**src/rtl/multi_countdown.sv**
```systemverilog
`default_nettype none
// ============================================================================
//  Module   : multi_countdown
//  Purpose  : CH independent seconds countdown timers with a shared buzzer.
//             Optional auto-reload enabled by `define CDT_AUTORELOAD_EN.
//  Revision : 1.0 - initial release
// ============================================================================
module multi_countdown #(
    parameter int CH       = 2,
    parameter int W        = 17,
    parameter int TICK_DIV = 100_000_000
) (
    input  logic            clk,
    input  logic            rst,
    input  logic [CH-1:0]   clear,
    input  logic [CH-1:0]   load,
    input  logic [CH*W-1:0] tar_sec,
    input  logic [CH-1:0]   run,
    input  logic [CH-1:0]   pause,
    input  logic [CH-1:0]   ack,
`ifdef CDT_AUTORELOAD_EN
    input  logic [CH-1:0]   auto_rl,
`endif
    output logic [CH*W-1:0] seconds,
    output logic [2*CH-1:0] state,
    output logic [CH-1:0]   expired,
    output logic            buzzer
);

    localparam int            SW         = (TICK_DIV > 1) ? $clog2(TICK_DIV) : 1;
    localparam logic [SW-1:0] c_SUB_LAST = SW'(TICK_DIV - 1);

    localparam logic [1:0] c_ST_IDLE  = 2'b00;
    localparam logic [1:0] c_ST_PAUSE = 2'b01;
    localparam logic [1:0] c_ST_RUN   = 2'b10;
    localparam logic [1:0] c_ST_ALARM = 2'b11;

    logic [CH-1:0] w_alarm;
    logic          r_buzzer;

    for (genvar i = 0; i < CH; i++) begin : g_ch
        logic [1:0]    r_st,  w_st_nx;
        logic [W-1:0]  r_sec, w_sec_nx;
        logic [SW-1:0] r_sub, w_sub_nx;
        logic          r_exp, w_exp_nx;
        logic [W-1:0]  w_tar;

        assign w_tar = tar_sec[i*W +: W];

`ifdef CDT_AUTORELOAD_EN
        logic [W-1:0] r_reload;

        always_ff @(posedge clk or posedge rst) begin
            if (rst) begin
                r_reload <= '0;
            end else if (load[i] && !clear[i]) begin
                r_reload <= w_tar;
            end
        end
`endif

        // Priority: clear > load > ack > second tick > run/pause.
        always_comb begin
            w_st_nx  = r_st;
            w_sec_nx = r_sec;
            w_sub_nx = r_sub;
            w_exp_nx = 1'b0;
            if (clear[i]) begin
                w_st_nx  = c_ST_IDLE;
                w_sec_nx = '0;
                w_sub_nx = '0;
            end else if (load[i]) begin
                w_sec_nx = w_tar;
                w_sub_nx = '0;
                w_st_nx  = (w_tar != '0) ? c_ST_PAUSE : c_ST_IDLE;
            end else if (r_st == c_ST_ALARM) begin
                if (ack[i]) begin
                    w_st_nx = c_ST_IDLE;
                end
            end else if (r_st == c_ST_RUN) begin
                if (pause[i] && !run[i]) begin
                    w_st_nx = c_ST_PAUSE;
                end
                if (r_sub == c_SUB_LAST) begin
                    w_sub_nx = '0;
                    if (r_sec == W'(1)) begin
                        w_exp_nx = 1'b1;
`ifdef CDT_AUTORELOAD_EN
                        if (auto_rl[i]) begin
                            w_sec_nx = r_reload;
                        end else begin
                            w_sec_nx = '0;
                            w_st_nx  = c_ST_ALARM;
                        end
`else
                        w_sec_nx = '0;
                        w_st_nx  = c_ST_ALARM;
`endif
                    end else if (r_sec != '0) begin
                        w_sec_nx = r_sec - W'(1);
                    end
                end else begin
                    w_sub_nx = r_sub + SW'(1);
                end
            end else if (r_st == c_ST_PAUSE) begin
                if (run[i] && !pause[i]) begin
                    w_st_nx = c_ST_RUN;
                end
            end
        end

        always_ff @(posedge clk or posedge rst) begin
            if (rst) begin
                r_st  <= c_ST_IDLE;
                r_sec <= '0;
                r_sub <= '0;
                r_exp <= 1'b0;
            end else begin
                r_st  <= w_st_nx;
                r_sec <= w_sec_nx;
                r_sub <= w_sub_nx;
                r_exp <= w_exp_nx;
            end
        end

        assign seconds[i*W +: W] = r_sec;
        assign state[2*i +: 2]   = r_st;
        assign expired[i]        = r_exp;
        assign w_alarm[i]        = (r_st == c_ST_ALARM);
    end

    always_ff @(posedge clk or posedge rst) begin
        if (rst) begin
            r_buzzer <= 1'b0;
        end else begin
            r_buzzer <= |w_alarm;
        end
    end

    assign buzzer = r_buzzer;

endmodule
`default_nettype wire

```
**config.mk**
```make
export PLATFORM = sky130hd
export DESIGN_NAME = multi_countdown
export DESIGN_NICKNAME = d
export VERILOG_FILES = /design/src/rtl/multi_countdown.sv
export SDC_FILE = /design/constraint.sdc
export NUM_CORES = 1
export LEC_CHECK = 0
export BUFFER_PORTS_ARGS = -buffer_cell sky130_fd_sc_hd__buf_2
export CAP_MARGIN = 0
export CORE_UTILIZATION = 30
export CTS_CLUSTER_SIZE = 30
export DETAILED_ROUTE_END_ITERATION = 8
export PLACE_DENSITY = 0.58
export SYNTH_ARGS = -nofsm -noshare
export SYNTH_HDL_FRONTEND = slang
export SYNTH_SLANG_ARGS = --single-unit
```
**constraint.sdc**
```tcl
create_clock -name clk -period 3.95 [get_ports clk]
set_clock_uncertainty 0.1 [all_clocks]
set_input_delay 0.395 -clock clk [delete_from_list [all_inputs] [get_ports clk]]
set_output_delay 0.395 -clock clk [all_outputs]
set_load 0.01 [all_outputs]
```
# Word level (Yosys, flattened, before mapping)
# Index checks and enable logic that the tools add are counted.
[word_totals] output_inout_bits=41 regBits=95
[classes] add_sub_neg=4 muxes=58 n_eq_ne=14 n_reduce_logical=29
[op_table] op="$mux W27" n=10
[op_table] op="$mux W17" n=14
[op_table] op="$reduce_bool A17 Y1" n=4
[op_table] op="$add A27 B1 Y27 const B" n=2
[op_table] op="$eq A27 B27 Y1 const B" n=2
[op_table] op="$mux W2" n=20
[op_table] op="$eq A17 B1 Y1 const B" n=2
[op_table] op="$sub A17 B1 Y17 const B" n=2
[op_table] op="$reduce_bool A5 Y1" n=4
[op_table] op="$mux W1" n=14
[op_table] op="$reduce_bool A3 Y1" n=4
[op_table] op="$eq A2 B2 Y1 const B" n=4
[op_table] op="$ne A4 B4 Y1 const B" n=2
[op_table] op="$reduce_and A4 Y1" n=2
[op_table] op="$reduce_bool A4 Y1" n=2
[op_table] op="$ne A3 B3 Y1 const B" n=2
[op_table] op="$reduce_and A3 Y1" n=2
[op_table] op="$eq A2 B1 Y1 const B" n=2
[op_table] op="$logic_and A1 B1 Y1" n=4
[op_table] op="$logic_not A1 Y1" n=4
[op_table] op="$reduce_and A2 Y1" n=2
[op_table] op="$reduce_or A2 Y1" n=1

# Longest topological paths before layout
[logic_depth] depth_word=9 ltp_mapped=8 ltp_nobuf=7

# Worst setup path before layout
# OpenSTA, ideal clock, no wires.
[synth_timing] kind="register to register" from="register g_ch[0].r_sec[13]" to="register g_ch[0].r_sec[2]" stages_incl_launch_ff=8 setup_slack_ns=1.393 path_buffers=2 t_arrival_ns=2.336 setup_time_ns=0.122 period_less_slack_ns=2.557 path_cell_list="dfrtp_1 > or4_4 > or4_1 > clkbuf_1 > o311a_1 > o21bai_4 > buf_4 > o2bb2ai_1"
[synth_via] elab_chain_cells=7 word_cells_on_any_way=10 classes_between="eq/ne (1); mux (6); reduce/logical (3)"
[synth_rtl] item="from (decl)" line="43" rtl="logic [W-1:0] r_sec, w_sec_nx;"
[synth_rtl] item="from (signal assigned)" line="120" rtl="r_sec <= w_sec_nx;"
[synth_rtl] item="$eq A17 B1 Y1" line="86" rtl="if (r_sec == W'(1)) begin"
[synth_rtl] item="$mux W17" line="86"
[synth_rtl] item="$mux W17" line="84" rtl="if (r_sub == c_SUB_LAST) begin"
[synth_rtl] item="$mux W17" line="80" rtl="end else if (r_st == c_ST_RUN) begin"
[synth_rtl] item="$mux W17" line="76" rtl="end else if (r_st == c_ST_ALARM) begin"
[synth_rtl] item="$mux W17" line="72" rtl="end else if (load[i]) begin"
[synth_rtl] item="$mux W17" line="68" rtl="if (clear[i]) begin"
# Parallel ways exist; a longest one is shown, timed or not. The select of a mux whose other input is x is not followed.
# A chain may end at the register's enable or synchronous reset.

# Worst setup path after layout
[layout_timing] from="register g_ch[0].r_sec[11]" to="register g_ch[0].r_sec[15]"
[layout_via] elab_chain_cells=8 word_cells_on_any_way=12 classes_between="add/sub (1); eq/ne (1); mux (7); reduce/logical (3)"
[layout_rtl] item="$sub A17 B1 Y17" line="100" rtl="w_sec_nx = r_sec - W'(1);"
[layout_rtl] item="$mux W17" line="99" rtl="end else if (r_sec != '0) begin"
[layout_rtl] item="$mux W17" line="86"
[layout_rtl] item="$mux W17" line="84"
[layout_rtl] item="$mux W17" line="80"
[layout_rtl] item="$mux W17" line="76"
[layout_rtl] item="$mux W17" line="72"
[layout_rtl] item="$mux W17" line="68"
# Parallel ways exist; a longest one is shown, timed or not. The select of a mux whose other input is x is not followed.

==> metrics <==
first-pass GRT wire length 27.43 mm; CTS H-Tree Depth 3; Pre-Repair DR Iteration Count 4; Final Hold Vio Count 0; post-DP HPWL 11.74 mm; Gate Count Post-Synth 657; Top Layer Used met4; CP Capture Point g_ch[0].r_sec[15]; DRT Wirelength 16.56 mm; RSZ-0062 raised after global routing no; # port buffers 86; flops & latches, synth 95; Hold Crit Class in -> async; Detail Route met3 WL 666 um; post-route setup slack 1.103 ns; antenna-violating nets left 0; most common cell in the netlist dfrtp_1; Worst-path clk slew 0.08 ns; Avg Cell Area, Syn 8.873 um2; DR vias/cell 5.483; sequential-to-total area share from yosys stat 40.78%; All-Layer GR Usage 17.17%; clock latency on the worst-skew pair 0.36 ns; Critical Path Max Stage Delay 0.57 ns; post-layout minimum cycle time 2.847 ns; Wirelength per Cell 16.57 um; library cells used by synthesis 68; setup bufs post-CTS 0; total gr overflow 0; Initial Util 30.85%; Max Buffers Root-to-Sink 2; flop2flop setup slack 1.10 ns; worst hold slack 0.1340 ns; vias in the first global route 5298; Fill cells 1935; PwrDens 347.4 nW/um2; maximum number of pins on one net before global-route repair 69; area grow syn2layout 17.34%; max cap viols 0; fraction of synthesized cell area in xor and xnor cells 6.911%; chip width 141.4 um; total CTS buffers 9; EDFF count, synth 0; Worst Path Buf+Inv 0; largest cells by area after synthesis dfrtp_1 (41%), nor2_1 (5.5%), xor2_1 (4.7%), nand2_1 (3.9%), nand4_1 (3.2%); Final setup violation count 0; Cell Area, Synth 5829 um2; Ports 87; Final Util 36.21%; CP top delay family simple AND/OR/NAND/NOR gates; Rel. slew slack 38.01%; met2 WL 7.823 mm; Setup CP Type reg -> reg; via count 5478; placed cell count 983; Synth Area in Compound Gates 18.54%; clock sink count 95; adder-cell share of the synthesized area 1.288%; WP data required 4.06 ns; Final TNS setup 0 ns; status finished, final reports clean; CP max stage cell or4_1; Die Ht 141.4 um; GP Congestion 0.8442; largest area contributor in the netlist dfrtp_1; TritonCTS clock tree done; Worst Max-Slew Pin Slew 0.9267 ns; CP Launch Point g_ch[0].r_sec[11]; Yosys warnings 0; Reg-to-Reg Start g_ch[0].r_sec[11]; Register-to-Register Path Depth 5; residual DRC count 0; diode count 0; crit-path cells or4_4 > or4_1 > o311a_1 > nor2_2 > o221ai_1; # rows 50; fmax 351.2 MHz; initial antenna violation count 0; layout cells sized above 1 16.10%; Final Slew Violations 0; period utilisation layout 72.08%; r2r endpoint g_ch[0].r_sec[15]; Worst EP arrival 2.96 ns; post-cts resize count 0; syn nets 709; Critical Path Start Type flop; Async SR Flop Fraction 100.0%; Final nets 786; most frequent cells after synthesis dfrtp_1 (95), nor2_1 (86), nand2_1 (61); Synth Area in Simple Gates 29.04%; Core Area 18890 um2; post-synth top area share 40.78%; main combinational cell family by area after synthesis simple AND/OR/NAND/NOR gates; VDD IR-drop max 0.0002017 V; WL met1 7.802 mm; crit end category flop; mux contribution to synthesized area 0.1932%; clock root buffer clkbuf_16; hold_buf cts 0; Place WS 1.105 ns; Leak 2.839 nW; CP Depth 5; die area 19990 um2; largest fanout on the critical path 12; Non-Filler Instances 999; initial drt markers 392; commonest register cell after synthesis dfrtp_1
[worst min path at each step]
stage | start | cells past startpoint | slack, ns | to
after detailed placement | g_ch[0].r_sec[14] | 1 | 0.42 | g_ch[0].r_sec[14]
after global routing | clear[1] | 2 | 0.21 | g_ch[1].r_sec[1]
after floorplan | clear[0] | 1 | 0.38 | g_ch[0].r_sec[16]
after global placement | g_ch[0].r_sec[14] | 1 | 0.41 | g_ch[0].r_sec[14]
final | rst | 2 | 0.13 | g_ch[1].r_sec[9]
after CTS | rst | 2 | 0.18 | g_ch[1].r_sec[10]
[state kept, by name, summed over array words and instances (netlist names)]
signal	cells
g_ch.r_exp	2
g_ch.r_sub	54
g_ch.r_sec	34
g_ch.r_st	4
buzzer	1
[per-stage QoR]
step / total power [mW] / cell area [um2]
floorplan: 1.370 / 5829
global placement: 1.527 / 6545
detailed placement: 1.527 / 6545
CTS: 2.404 / 6840
global route: 2.496 / 6840
finish: 2.377 / 6840
[power breakdown]
part	total (mW)	switching, mW	internal, mW
logic	0.443	0.269	0.174
clock network	0.867	0.384	0.483
registers	1.07	0.0604	1.01
[per-layer routing]
metal  GRT usage, %  vias up
li1               -     2625
met1          22.85     2687
met2          28.43      142
met3          2.666       24
met4          5.829        0
met5              0        -
[cell type report]
class | count | area (um2) | area share (%)
clock buffers | 13 | 270.3 | 3.951
clock inverters | 3 | 25.02 | 0.3658
multi-input cells | 517 | 3274 | 47.87
well taps | 260 | 325.3 | 4.756
inverters | 14 | 55.05 | 0.8048
flip-flops and latches | 95 | 2377 | 34.75
repair buffers | 97 | 513.0 | 7.500
[cells by family after synthesis]
kind of cell | count (synthesis)
simple gates | 322
flops | 95
xor+xnor | 46
fa+ha+maj | 6
compound gates | 142
mux | 1
buf+inv | 45
[layout by cell type (no fill, tap or decap), types with 14 or more instances in the layout]
cell	Yosys	layout
a21oi_1	14	14
buf_2	1	86
dfrtp_1	95	95
nand2_1	61	61
nand3_1	24	24
nand4_1	30	30
nor2_1	86	86
nor3_1	18	18
nor4_1	21	21
o2bb2ai_1	18	18
xnor2_1	15	15
xor2_1	31	31
Power figures use the tool's default switching activity.
